--- src/rtl/popcount24_tnn_seq_ctrl.sv ---
// popcount24_tnn_seq_ctrl
// Ternary-neuron sequencer that time-shares one external popcount24 core.
// For each 24-bit chunk the positive-weight mask count is added to a signed
// accumulator, then the negative-weight mask count is subtracted. After
// NUM_CHUNKS chunks the signed sum and activation (sum >= threshold) are held
// on the output until the consumer takes them.
// Optional build macro: POPCNT_SKIP_ZERO_EN -- skip POS/NEG phases whose mask
// is all zeros, so sparse chunks finish in fewer cycles.
`timescale 1ns/1ps

module popcount24_tnn_seq_ctrl #(
    parameter int NUM_CHUNKS = 4,
    parameter int ACC_W      = 9
) (
    input  logic                    clk,
    input  logic                    rst,
    input  logic                    in_valid,
    output logic                    in_ready,
    input  logic [23:0]             in_pos,
    input  logic [23:0]             in_neg,
    input  logic signed [ACC_W-1:0] in_thresh,
    output logic [23:0]             pc_operand,
    input  logic [4:0]              pc_count,
    output logic                    out_valid,
    input  logic                    out_ready,
    output logic signed [ACC_W-1:0] out_sum,
    output logic                    out_act,
    output logic                    busy
);

    // Chunk counter needs at least one bit even for a single-chunk neuron
    localparam int CNT_W = (NUM_CHUNKS > 1) ? $clog2(NUM_CHUNKS) : 1;
    localparam logic [CNT_W-1:0] LAST_CHUNK = CNT_W'(NUM_CHUNKS - 1);

    localparam logic [1:0] S_IDLE = 2'd0;
    localparam logic [1:0] S_POS  = 2'd1;
    localparam logic [1:0] S_NEG  = 2'd2;
    localparam logic [1:0] S_DONE = 2'd3;

    logic [1:0]              r_state;
    logic [CNT_W-1:0]        r_chunkCnt;
    logic [23:0]             r_pos;
    logic [23:0]             r_neg;
    logic signed [ACC_W-1:0] r_acc;
    logic signed [ACC_W-1:0] r_thr;
    logic signed [ACC_W-1:0] r_sum;
    logic                    r_act;

    // The core count is used raw (0..31); approximate cores may exceed 24
    logic signed [ACC_W-1:0] w_pcExt;
    logic signed [ACC_W-1:0] w_accPlus;
    logic signed [ACC_W-1:0] w_accMinus;
    logic                    w_lastChunk;
    logic                    w_accept;

    assign w_pcExt     = $signed({{(ACC_W-5){1'b0}}, pc_count});
    assign w_accPlus   = r_acc + w_pcExt;
    assign w_accMinus  = r_acc - w_pcExt;
    assign w_lastChunk = (r_chunkCnt == LAST_CHUNK);
    assign w_accept    = in_valid && (r_state == S_IDLE);

`ifdef POPCNT_SKIP_ZERO_EN
    // When a whole chunk is skipped in IDLE the accumulator base and threshold
    // must reflect a first chunk that is being accepted this very cycle
    logic signed [ACC_W-1:0] w_accBase;
    logic signed [ACC_W-1:0] w_thrNow;

    assign w_accBase = (r_chunkCnt == '0) ? '0 : r_acc;
    assign w_thrNow  = (r_chunkCnt == '0) ? in_thresh : r_thr;
`endif

    // Handshake and status outputs decode directly from the state register
    assign in_ready  = (r_state == S_IDLE);
    assign out_valid = (r_state == S_DONE);
    assign busy      = (r_state != S_IDLE);
    assign out_sum   = r_sum;
    assign out_act   = r_act;

    // Steer the latched mask of the active phase to the shared core, quiet otherwise
    always_comb begin
        pc_operand = 24'd0;
        case (r_state)
            S_POS:   pc_operand = r_pos;
            S_NEG:   pc_operand = r_neg;
            default: pc_operand = 24'd0;
        endcase
    end

    // Main sequencer: chunk intake, accumulate/subtract phases, result hold
    always_ff @(posedge clk) begin
        if (rst) begin
            r_state    <= S_IDLE;
            r_chunkCnt <= '0;
            r_pos      <= 24'd0;
            r_neg      <= 24'd0;
            r_acc      <= '0;
            r_thr      <= '0;
            r_sum      <= '0;
            r_act      <= 1'b0;
        end else begin
            case (r_state)
                S_IDLE: begin
                    if (w_accept) begin
                        r_pos <= in_pos;
                        r_neg <= in_neg;
                        if (r_chunkCnt == '0) begin
                            r_acc <= '0;
                            r_thr <= in_thresh;
                        end
`ifdef POPCNT_SKIP_ZERO_EN
                        if (in_pos != 24'd0) begin
                            r_state <= S_POS;
                        end else if (in_neg != 24'd0) begin
                            r_state <= S_NEG;
                        end else if (w_lastChunk) begin
                            r_state    <= S_DONE;
                            r_chunkCnt <= '0;
                            r_sum      <= w_accBase;
                            r_act      <= (w_accBase >= w_thrNow);
                        end else begin
                            r_chunkCnt <= r_chunkCnt + CNT_W'(1);
                        end
`else
                        r_state <= S_POS;
`endif
                    end
                end

                S_POS: begin
                    r_acc <= w_accPlus;
`ifdef POPCNT_SKIP_ZERO_EN
                    if (r_neg != 24'd0) begin
                        r_state <= S_NEG;
                    end else if (w_lastChunk) begin
                        r_state    <= S_DONE;
                        r_chunkCnt <= '0;
                        r_sum      <= w_accPlus;
                        r_act      <= (w_accPlus >= r_thr);
                    end else begin
                        r_state    <= S_IDLE;
                        r_chunkCnt <= r_chunkCnt + CNT_W'(1);
                    end
`else
                    r_state <= S_NEG;
`endif
                end

                S_NEG: begin
                    r_acc <= w_accMinus;
                    if (w_lastChunk) begin
                        r_state    <= S_DONE;
                        r_chunkCnt <= '0;
                        r_sum      <= w_accMinus;
                        r_act      <= (w_accMinus >= r_thr);
                    end else begin
                        r_state    <= S_IDLE;
                        r_chunkCnt <= r_chunkCnt + CNT_W'(1);
                    end
                end

                S_DONE: begin
                    if (out_ready) begin
                        r_state <= S_IDLE;
                    end
                end

                default: begin
                    r_state <= S_IDLE;
                end
            endcase
        end
    end

endmodule
--- config.mk ---
export PLATFORM = sky130hd
export DESIGN_NAME = popcount24_tnn_seq_ctrl
export DESIGN_NICKNAME = d
export VERILOG_FILES = /design/src/rtl/popcount24_tnn_seq_ctrl.sv
export SDC_FILE = /design/constraint.sdc
export NUM_CORES = 1
export LEC_CHECK = 0
export ABC_AREA = 1
export BUFFER_PORTS_ARGS = -buffer_cell sky130_fd_sc_hd__buf_4
export CORE_MARGIN = 4
export CORE_UTILIZATION = 54
export CTS_CLUSTER_DIAMETER = 150
export DETAILED_ROUTE_END_ITERATION = 8
export PLACE_DENSITY = 0.77
export SLEW_MARGIN = 10
export SYNTH_ARGS = -nofsm -noshare
export SYNTH_HDL_FRONTEND = slang
export SYNTH_SLANG_ARGS = --single-unit
--- constraint.sdc ---
create_clock -name clk -period 2.6 [get_ports clk]
set_input_delay 0.26 -clock clk [delete_from_list [all_inputs] [get_ports clk]]
set_output_delay 0.26 -clock clk [all_outputs]
set_load 0.005 [all_outputs]
==> qor.csv, run 1 <==
metric,value,unit
outcome,"complete, no violations",
Lkg Pwr,2.35,nW
total CTS buffers,9,
sequential area share after synthesis,38.0,%
type of the most critical hold path,input port to register,
Post-DP HPWL,7580,µm
share of cells above drive strength 1,20.9,%
Max-Cap Viols,0,
slew margin rel.,42.5,%
Crit Path Max Fanout,3,
Worst setup startpoint,r_acc[0],
most common library cell in the layout ignoring fill and taps,nand2_1,
post-synth top area share,38.0,%
largest family of logic cells by synthesized area,simple AND/OR/NAND/NOR gates,
remaining antenna violation count after routing,0,
async set-reset flop share out of synthesis,0,%
cell count after placement,790,
yosys warns,0,
f_max,406,MHz
Nets,796,
Bufs on Longest Clock Path,2,
Main synth FF type,dfxtp_1,
Via Count,4214,
setup tns final,0,ns
Worst setup SP type,register,
vias per inst,5.22,
Synth Register Bits,80,
Rows,31,
Mean Syn Cell Area,6.86,µm²
worst reg2reg setup slack,0.14,ns
Reg2Reg Capture Point,out_act,
Tightest Pin Transition,0.862,ns
Post-Synthesis Cells,615,
"area leader, netlist",dfxtp_1,
adder-cell share of the synthesized area,8.37,%
area growth from synthesis to layout,24.3,%
Reg2Reg Depth,14,
mapped cell area,4220,µm²
grt ovf,0,
Post-synth EDFFs,0,
"commonest non-fill, non-tap cells in the layout","221 x nand2_1, 111 x buf_4, 90 x a21oi_1, 79 x dfxtp_1, 43 x inv_1",
Simple-Gate Fraction of Synth Area,28.4,%
final hold vios,0,
Total Die Area,9290,µm²
syn nets,708,
Die Span Y,96.4,µm
CTS Sinks,80,
initial DRC count,200,
clock skew,0.0159,ns
worst r2r src,r_acc[0],
Pre-Repair DR Iteration Count,7,
Post-Synth XOR/XNOR Area,0.623,%
PortBufs,102,
mux contribution to synthesized area,0,%
initial antenna violation count,0,
initial core utilization,56.9,%
first-pass GRT wire length,17000,µm
Die Wd,96.4,µm
I/O pin total,103,
vias in the first global route,3652,
complex-gate fraction of the synthesized area,16.0,%
core area,7410,µm²
Worst Setup End Kind,register,
hold slack,0.143,ns
# DRC,0,
Max Slew Vio Count,0,
CTS tree,yes,
gpl congestion,0.881,
PwrDens,689,nW/µm²
post-route clock period utilization,94.7,%
routed length per placed instance,13.5,µm
WS Path Type,register to register,
CP required,2.81,ns
Area contributors post-synth,"dfxtp_1 38%, nand2_1 20%, a21oi_1 11%",
largest net degree at the start of global routing,81,
H-Tree Depth,3,
# diodes,0,
drt total wl,10900,µm
worst setup path end,out_act,
Total GRT Usage,23.3,%
clock period minus worst slack,2.46,ns
final setup vio count,0,
Peak VDD IR,306,µV
final std cells w/o fill,807,
crit path DAT,2.67,ns
Worst-path clk slew,0.09,ns
post-synthesis cell type count,33,
Skew-Pair Late Insertion Delay,0.36,ns
clock root buffer,clkbuf_8,
-- synthesized netlist by cell type, types with 4 or more instances --
cell type    n
nand2_1    222
a21oi_1     90
dfxtp_1     80
inv_1       44
nor2_1      35
nand3_1     28
ha_1        25
clkbuf_1    19
a211oi_1    11
buf_2        9
o21ai_0      9
inv_2        5
a21oi_2      4
-- sequential cells by signal (all words and copies together) (netlist names) --
register    cells
out_sum         9
r_thr           9
out_act         1
r_pos          24
r_acc           9
r_neg          24
r_state         2
r_chunkCnt      2
-- per-layer routing --
metal	routed length [µm]	global-route usage (%)	part of all wire, %	vias up
met5	0	0	0	-
met4	156	8.64	1.4	0
met3	830	4.14	7.6	11
met2	4810	34.6	44	153
met1	5110	33.6	47	1897
li1	-	-	-	2153
-- metrics by stage --
stage	power, mW	utilization [%]	instance area, µm²	worst slack (ns)
global placement	2.59	67.4	4990	0.145
CTS	3.60	70.3	5210	0.0343
detailed placement	2.62	67.4	4990	0.0649
global route	3.84	70.7	5240	-0.00176
finish	3.61	70.7	5240	0.138
floorplan	2.26	-	4220	0.304
-- report_power, final --
part / internal, mW / total, mW / switching (mW) / leakage (nW)
sequential: 1.37 / 1.44 / 0.0775 / 0.654
clock: 0.483 / 0.981 / 0.497 / 0.105
combinational: 0.435 / 1.18 / 0.748 / 1.60
-- repair_timing --
item | CTS | global route
resized for setup | 0 | 7
buffers inserted | 0 | 1
hold buffers | 0 | 0
setup endpoints to repair | 0 | 1
-- worst max-delay path, stage by stage (launching register included) --
cell	delay, ns
dfxtp_2	0.33
inv_1	0.05
ha_2	0.17
inv_2	0.05
fa_2	0.39
buf_4	0.14
xor2_1	0.25
ha_1	0.31
a21o_1	0.19
nor2_1	0.11
o21ai_0	0.09
nand3_1	0.08
nand2_1	0.05
nand2_1	0.05
a21oi_1	0.05
-- cell families after synthesis --
kind of cell | after synthesis
fa+ha+maj | 27
buf+inv | 85
xor+xnor | 3
compound gates | 122
flops | 80
simple gates | 298
-- how the worst min path moves through the flow --
| stage | start | endpoint | slack [ns] | cells past startpoint |
|---|---|---|---|---|
| after floorplan | in_neg[0] | r_neg[0] | 0.40 | 2 |
| after global placement | r_neg[20] | r_neg[20] | 0.45 | 2 |
| after detailed placement | r_neg[11] | r_neg[11] | 0.46 | 2 |
| after CTS | in_neg[7] | r_neg[7] | 0.13 | 3 |
| after global routing | in_neg[4] | r_neg[4] | 0.14 | 3 |
| final | in_neg[22] | r_neg[22] | 0.14 | 3 |
-- cell type report --
cell class	instances	area (µm²)
clock buffer	10	138
clock inverter	6	75.1
fill	625	2170
inverter	51	194
multi-input combinational	450	2270
sequential	80	1600
tap	99	124
timing repair buffer	111	833
(Power assumes the default switching activity.)
==> inputs of run 2 (changes only) <==
PLACE_DENSITY = 0.82   (was 0.77)
==> run 2 against run 1 <==
Effect of this change:
- cell count shrank 0.25%
- hold slack better by 0.018 ns
- setup slack worse by 0.040 ns
- final area barely moved
- clock-buffer cell count did not move
- maximum frequency fell by 1.6%
- clock power is essentially flat
- largest power group unchanged
- highest routed layer unchanged
==> qor.csv, run 2 (synthesis gave the netlist of run 1 again) <==
metric,value,unit
Multi-input gate area,2270,µm²
gpl congestion,0.940,
Crit Path Max Fanout,4,
Skew-Pair Late Insertion Delay,0.35,ns
first-pass GRT wire length,17900,µm
top cell family by delay on the critical path,adder cells,
vias per inst,5.25,
Max-Cap Viols,0,
Setup WS post-layout,0.0979,ns
worst r2r src,r_acc[0],
Bufs on Longest Clock Path,2,
f_max,400,MHz
largest net degree at the start of global routing,81,
CP required,2.80,ns
"commonest non-fill, non-tap cells in the layout","221 x nand2_1, 109 x buf_4, 90 x a21oi_1, 80 x dfxtp_1, 44 x inv_1",
worst setup path end,out_act,
# DRC,0,
Total GRT Usage,24.4,%
RSZ-0062 raised after global routing,no,
WS Path Type,register to register,
initial DRC count,322,
remaining antenna violation count after routing,0,
type of the most critical hold path,input port to register,
# diodes,0,
crit path cell chain,inv_1 > ha_1 > inv_1 > fa_2 > nand3_1 > nand3_2 > nand2_2 > nand3_1 > and2_4 > ha_1 > a21o_1 > a21oi_1 > nand2_1 > nand2_1 > a21oi_1,
Reg2Reg Capture Point,out_act,
Nets,795,
outcome,"complete, no violations",
clock root buffer,clkbuf_8,
final hold vios,0,
grt ovf,0,
crit path DAT,2.70,ns
post-route clock period utilization,96.2,%
share of cells above drive strength 1,20.4,%
Worst Hold Depth,3,
Die Wd,96.4,µm
Die Span Y,96.4,µm
Bufs and invs on worst path,2,
routed length per placed instance,13.9,µm
CTS Sinks,80,
area growth from synthesis to layout,24.4,%
final std cells w/o fill,805,
Tightest Pin Transition,0.834,ns
Pre-Repair DR Iteration Count,5,
clock skew,0.00714,ns
Lkg Pwr,2.36,nW
Peak VDD IR,448,µV
CTS tree,yes,
FILL cells,637,
setup tns final,0,ns
slew margin rel.,44.4,%
HP Start,in_neg[0],
slowest CP cell,fa_2,
Total Die Area,9290,µm²
I/O pin total,103,
total CTS buffers,9,
Worst setup startpoint,r_acc[0],
Via Count,4226,
CP Depth,15,
Util after Layout,70.8,%
Worst setup SP type,register,
cell count after placement,790,
PortBufs,102,
dpl ws,0.0746,ns
initial antenna violation count,0,
clock period minus worst slack,2.50,ns
Rows,31,
Post-CTS Hold Fix Bufs,0,
Reg2Reg Depth,15,
Worst Setup End Kind,register,
Slowest Stage Delay on Critical Path,0.35,ns
final setup vio count,0,
Post-DP HPWL,8000,µm
core area,7410,µm²
PwrDens,694,nW/µm²
vias in the first global route,3993,
worst reg2reg setup slack,0.1,ns
Worst-path clk slew,0.08,ns
Max Slew Vio Count,0,
initial core utilization,56.9,%
H-Tree Depth,3,
largest registers,"r_neg x24, r_pos x24",
most common library cell in the layout ignoring fill and taps,nand2_1,
register area,1600,µm²
total power,3.64,mW
drt total wl,11200,µm
## run 2: worst min path at each step
stage                     end  slack, ns
finish               r_neg[0]       0.16
detailed placement   r_neg[6]       0.46
CTS                 r_neg[19]       0.15
floorplan            r_neg[0]       0.40
global placement    r_pos[18]       0.45
global route         r_neg[0]       0.15
## run 2: final cells by class
class | count | share of cell area [%]
multi-input combinational | 450 | 43.3
sequential | 80 | 30.5
timing repair buffer | 110 | 16.0
inverter | 51 | 3.70
clock buffer | 10 | 2.62
tap | 99 | 2.36
clock inverter | 5 | 1.55
## run 2: metrics by stage
step                area, µm²  hold WS (ns)
floorplan                4220         0.404
global placement         5010         0.452
detailed placement       5010         0.456
CTS                      5230         0.153
global route             5250         0.151
finish                   5250         0.160
## run 2: worst register-to-register path, delay by kind of cell (launching register included)
| family | cells | cell delay, ns |
|---|---|---|
| and+or+nand+nor | 7 | 0.76 |
| buffers and inverters | 2 | 0.14 |
| AOI/OAI and AO/OA | 3 | 0.36 |
| adders and majority gates | 3 | 0.77 |
| DFF | 1 | 0.33 |
## run 2: timing repair
| action | CTS | global route |
|---|---|---|
| resized for setup | 0 | 5 |
| buffers inserted | 0 | 0 |
| endpoints found under the setup margin | 0 | 1 |
## run 2: power breakdown
| group | switching [mW] | internal (mW) | leakage, nW | total (mW) |
|---|---|---|---|---|
| logic | 0.750 | 0.438 | 1.60 | 1.19 |
| clock network | 0.445 | 0.561 | 0.108 | 1.01 |
| registers | 0.0798 | 1.37 | 0.654 | 1.45 |
| total | 1.28 | 2.37 | 2.36 | 3.64 |
## run 2: routing by layer
layer / track usage [%] / share of wire [%] / up-vias
met1: 31.1 / 43 / 1921
li1: - / - / 2133
met2: 40.4 / 48 / 158
met5: 0 / 0 / -
met4: 6.78 / 1.1 / 0
met3: 6.65 / 7.7 / 14
==> inputs of run 3 (changes only) <==
CORE_UTILIZATION = 26   (was 54)
PLACE_DENSITY = 0.46   (was 0.82)
==> run 3 against run 2 <==
Effect of this change:
- die area grew 97%
- maximum frequency increased by 2.8%
- cell count rose by 15%
- register-to-register slack better by 0.07 ns
==> qor.csv, run 3 (synthesis gave the netlist of run 1 again) <==
metric,value,unit
Tightest Pin Transition,0.779,ns
most common library cell in the layout ignoring fill and taps,nand2_1,
Die Span Y,135,µm
Post-DP HPWL,9170,µm
initial core utilization,26.5,%
"commonest non-fill, non-tap cells in the layout","220 x nand2_1, 111 x buf_4, 89 x a21oi_1, 79 x dfxtp_1, 43 x inv_1",
dpl ws,0.0570,ns
grt ovf,0,
total power,3.95,mW
clock root buffer,clkbuf_16,
largest registers,"r_neg x24, r_pos x24",
share of cells above drive strength 1,21.5,%
Pre-Repair DR Iteration Count,4,
Peak VDD IR,372,µV
Skew-Pair Late Insertion Delay,0.34,ns
Worst setup SP type,register,
"Most Used Layer, Global Route",met2,
Worst Hold Depth,3,
I/O pin total,103,
vias in the first global route,4106,
final hold vios,0,
GRT met1 Usage,17.7,%
Max-Cap Viols,0,
WS Path Type,register to register,
outcome,"complete, no violations",
final setup vio count,0,
gpl congestion,0.837,
remaining antenna violation count after routing,0,
CTS tree,yes,
Nets,797,
# diodes,0,
Lkg Pwr,2.41,nW
type of the most critical hold path,input port to register,
f_max,411,MHz
clock period minus worst slack,2.43,ns
Setup WS post-layout,0.166,ns
drt total wl,12900,µm
Die Wd,135,µm
largest net degree at the start of global routing,68,
vias per inst,4.50,
PwrDens,717,nW/µm²
H-Tree Depth,3,
Bufs on Longest Clock Path,2,
slew margin rel.,48.1,%
Post-CTS Hold Fix Bufs,0,
crit path DAT,2.62,ns
M3 GR Usage,2.93,%
Rows,46,
routed length per placed instance,13.9,µm
met2 Use GR,23.4,%
first-pass GRT wire length,20500,µm
Worst Setup End Kind,register,
Worst-path clk slew,0.06,ns
initial DRC count,270,
post-route clock period utilization,93.6,%
total CTS buffers,9,
Via Count,4157,
Reg2Reg Depth,16,
area growth from synthesis to layout,30.5,%
FILL cells,1781,
initial antenna violation count,0,
CTS Sinks,80,
Crit Path Max Fanout,4,
PortBufs,102,
Max Slew Vio Count,0,
# DRC,0,
clock skew,0.00756,ns
Total Die Area,18300,µm²
CP required,2.79,ns
Total GRT Usage,13.9,%
hold slack,0.170,ns
core area,15900,µm²
-- run 3: cell types whose count changed in the layout (fill, tap and decap cells not counted), moves of 2 or more --
cell,change
clkbuf_16,+9
clkbuf_8,-9
buf_4,+2
ha_1,-2
-- run 3: final cells by class --
class	instances	area, µm²	share of cell area [%]
Clock inverter	5	56.3	1.02
Tap cell	216	270	4.91
Sequential cell	80	1600	29.1
Timing Repair Buffer	112	853	15.5
Clock buffer	10	239	4.34
Multi-Input combinational cell	450	2290	41.6
Inverter	51	194	3.52
-- run 3: worst max-delay path, cell delays in order, from the launching register on --
cell and delay, ns:
dfxtp_2 0.33, inv_1 0.05, ha_2 0.16, inv_2 0.06
fa_2 0.39, nand3_1 0.11, nand3_2 0.11, nand2_2 0.12
nand2_1 0.06, nand2_1 0.07, and2_4 0.16, ha_4 0.20
a21o_1 0.18, a21oi_2 0.12, nand2_1 0.06, nand2_1 0.05
a21oi_1 0.05
-- run 3: final timing paths --
| path | slack (ns) | end | from |
|---|---|---|---|
| min reg2reg | 0.46 | r_pos[10] | r_pos[10] |
| max reg2reg | 0.17 | out_act | r_acc[0] |
| max | 0.17 | out_act | r_acc[0] |
| min | 0.17 | r_neg[4] | in_neg[4] |
-- run 3: where the power goes --
group          internal (mW)  switching [mW]  total [mW]
clock network          0.764           0.510        1.27
registers               1.37          0.0792        1.45
logic                  0.450           0.776        1.23
-- run 3: layer usage --
| layer | vias up | wire length, µm | share of wire, % |
|---|---|---|---|
| li1 | 2152 | - | - |
| met2 | 70 | 6400 | 50 |
| met1 | 1923 | 5760 | 45 |
| met4 | 0 | 191 | 1.5 |
| met5 | - | 0 | 0 |
| met3 | 12 | 500 | 3.9 |
-- run 3: through the flow --
stage / cell area (µm²) / utilization (%) / cells / setup TNS [ns]
floorplan: 4220 / - / 615 / 0
global placement: 5160 / 32.5 / 907 / 0
detailed placement: 5160 / 32.5 / 907 / 0
CTS: 5450 / 34.3 / 922 / 0
global route: 5500 / 34.6 / 924 / -0.0301
finish: 5500 / 34.6 / 924 / 0
-- run 3: what timing repair did --
item,4_1_cts,5_1_grt
buffers inserted,0,2
resized for setup,0,10
setup endpoints to repair,0,1
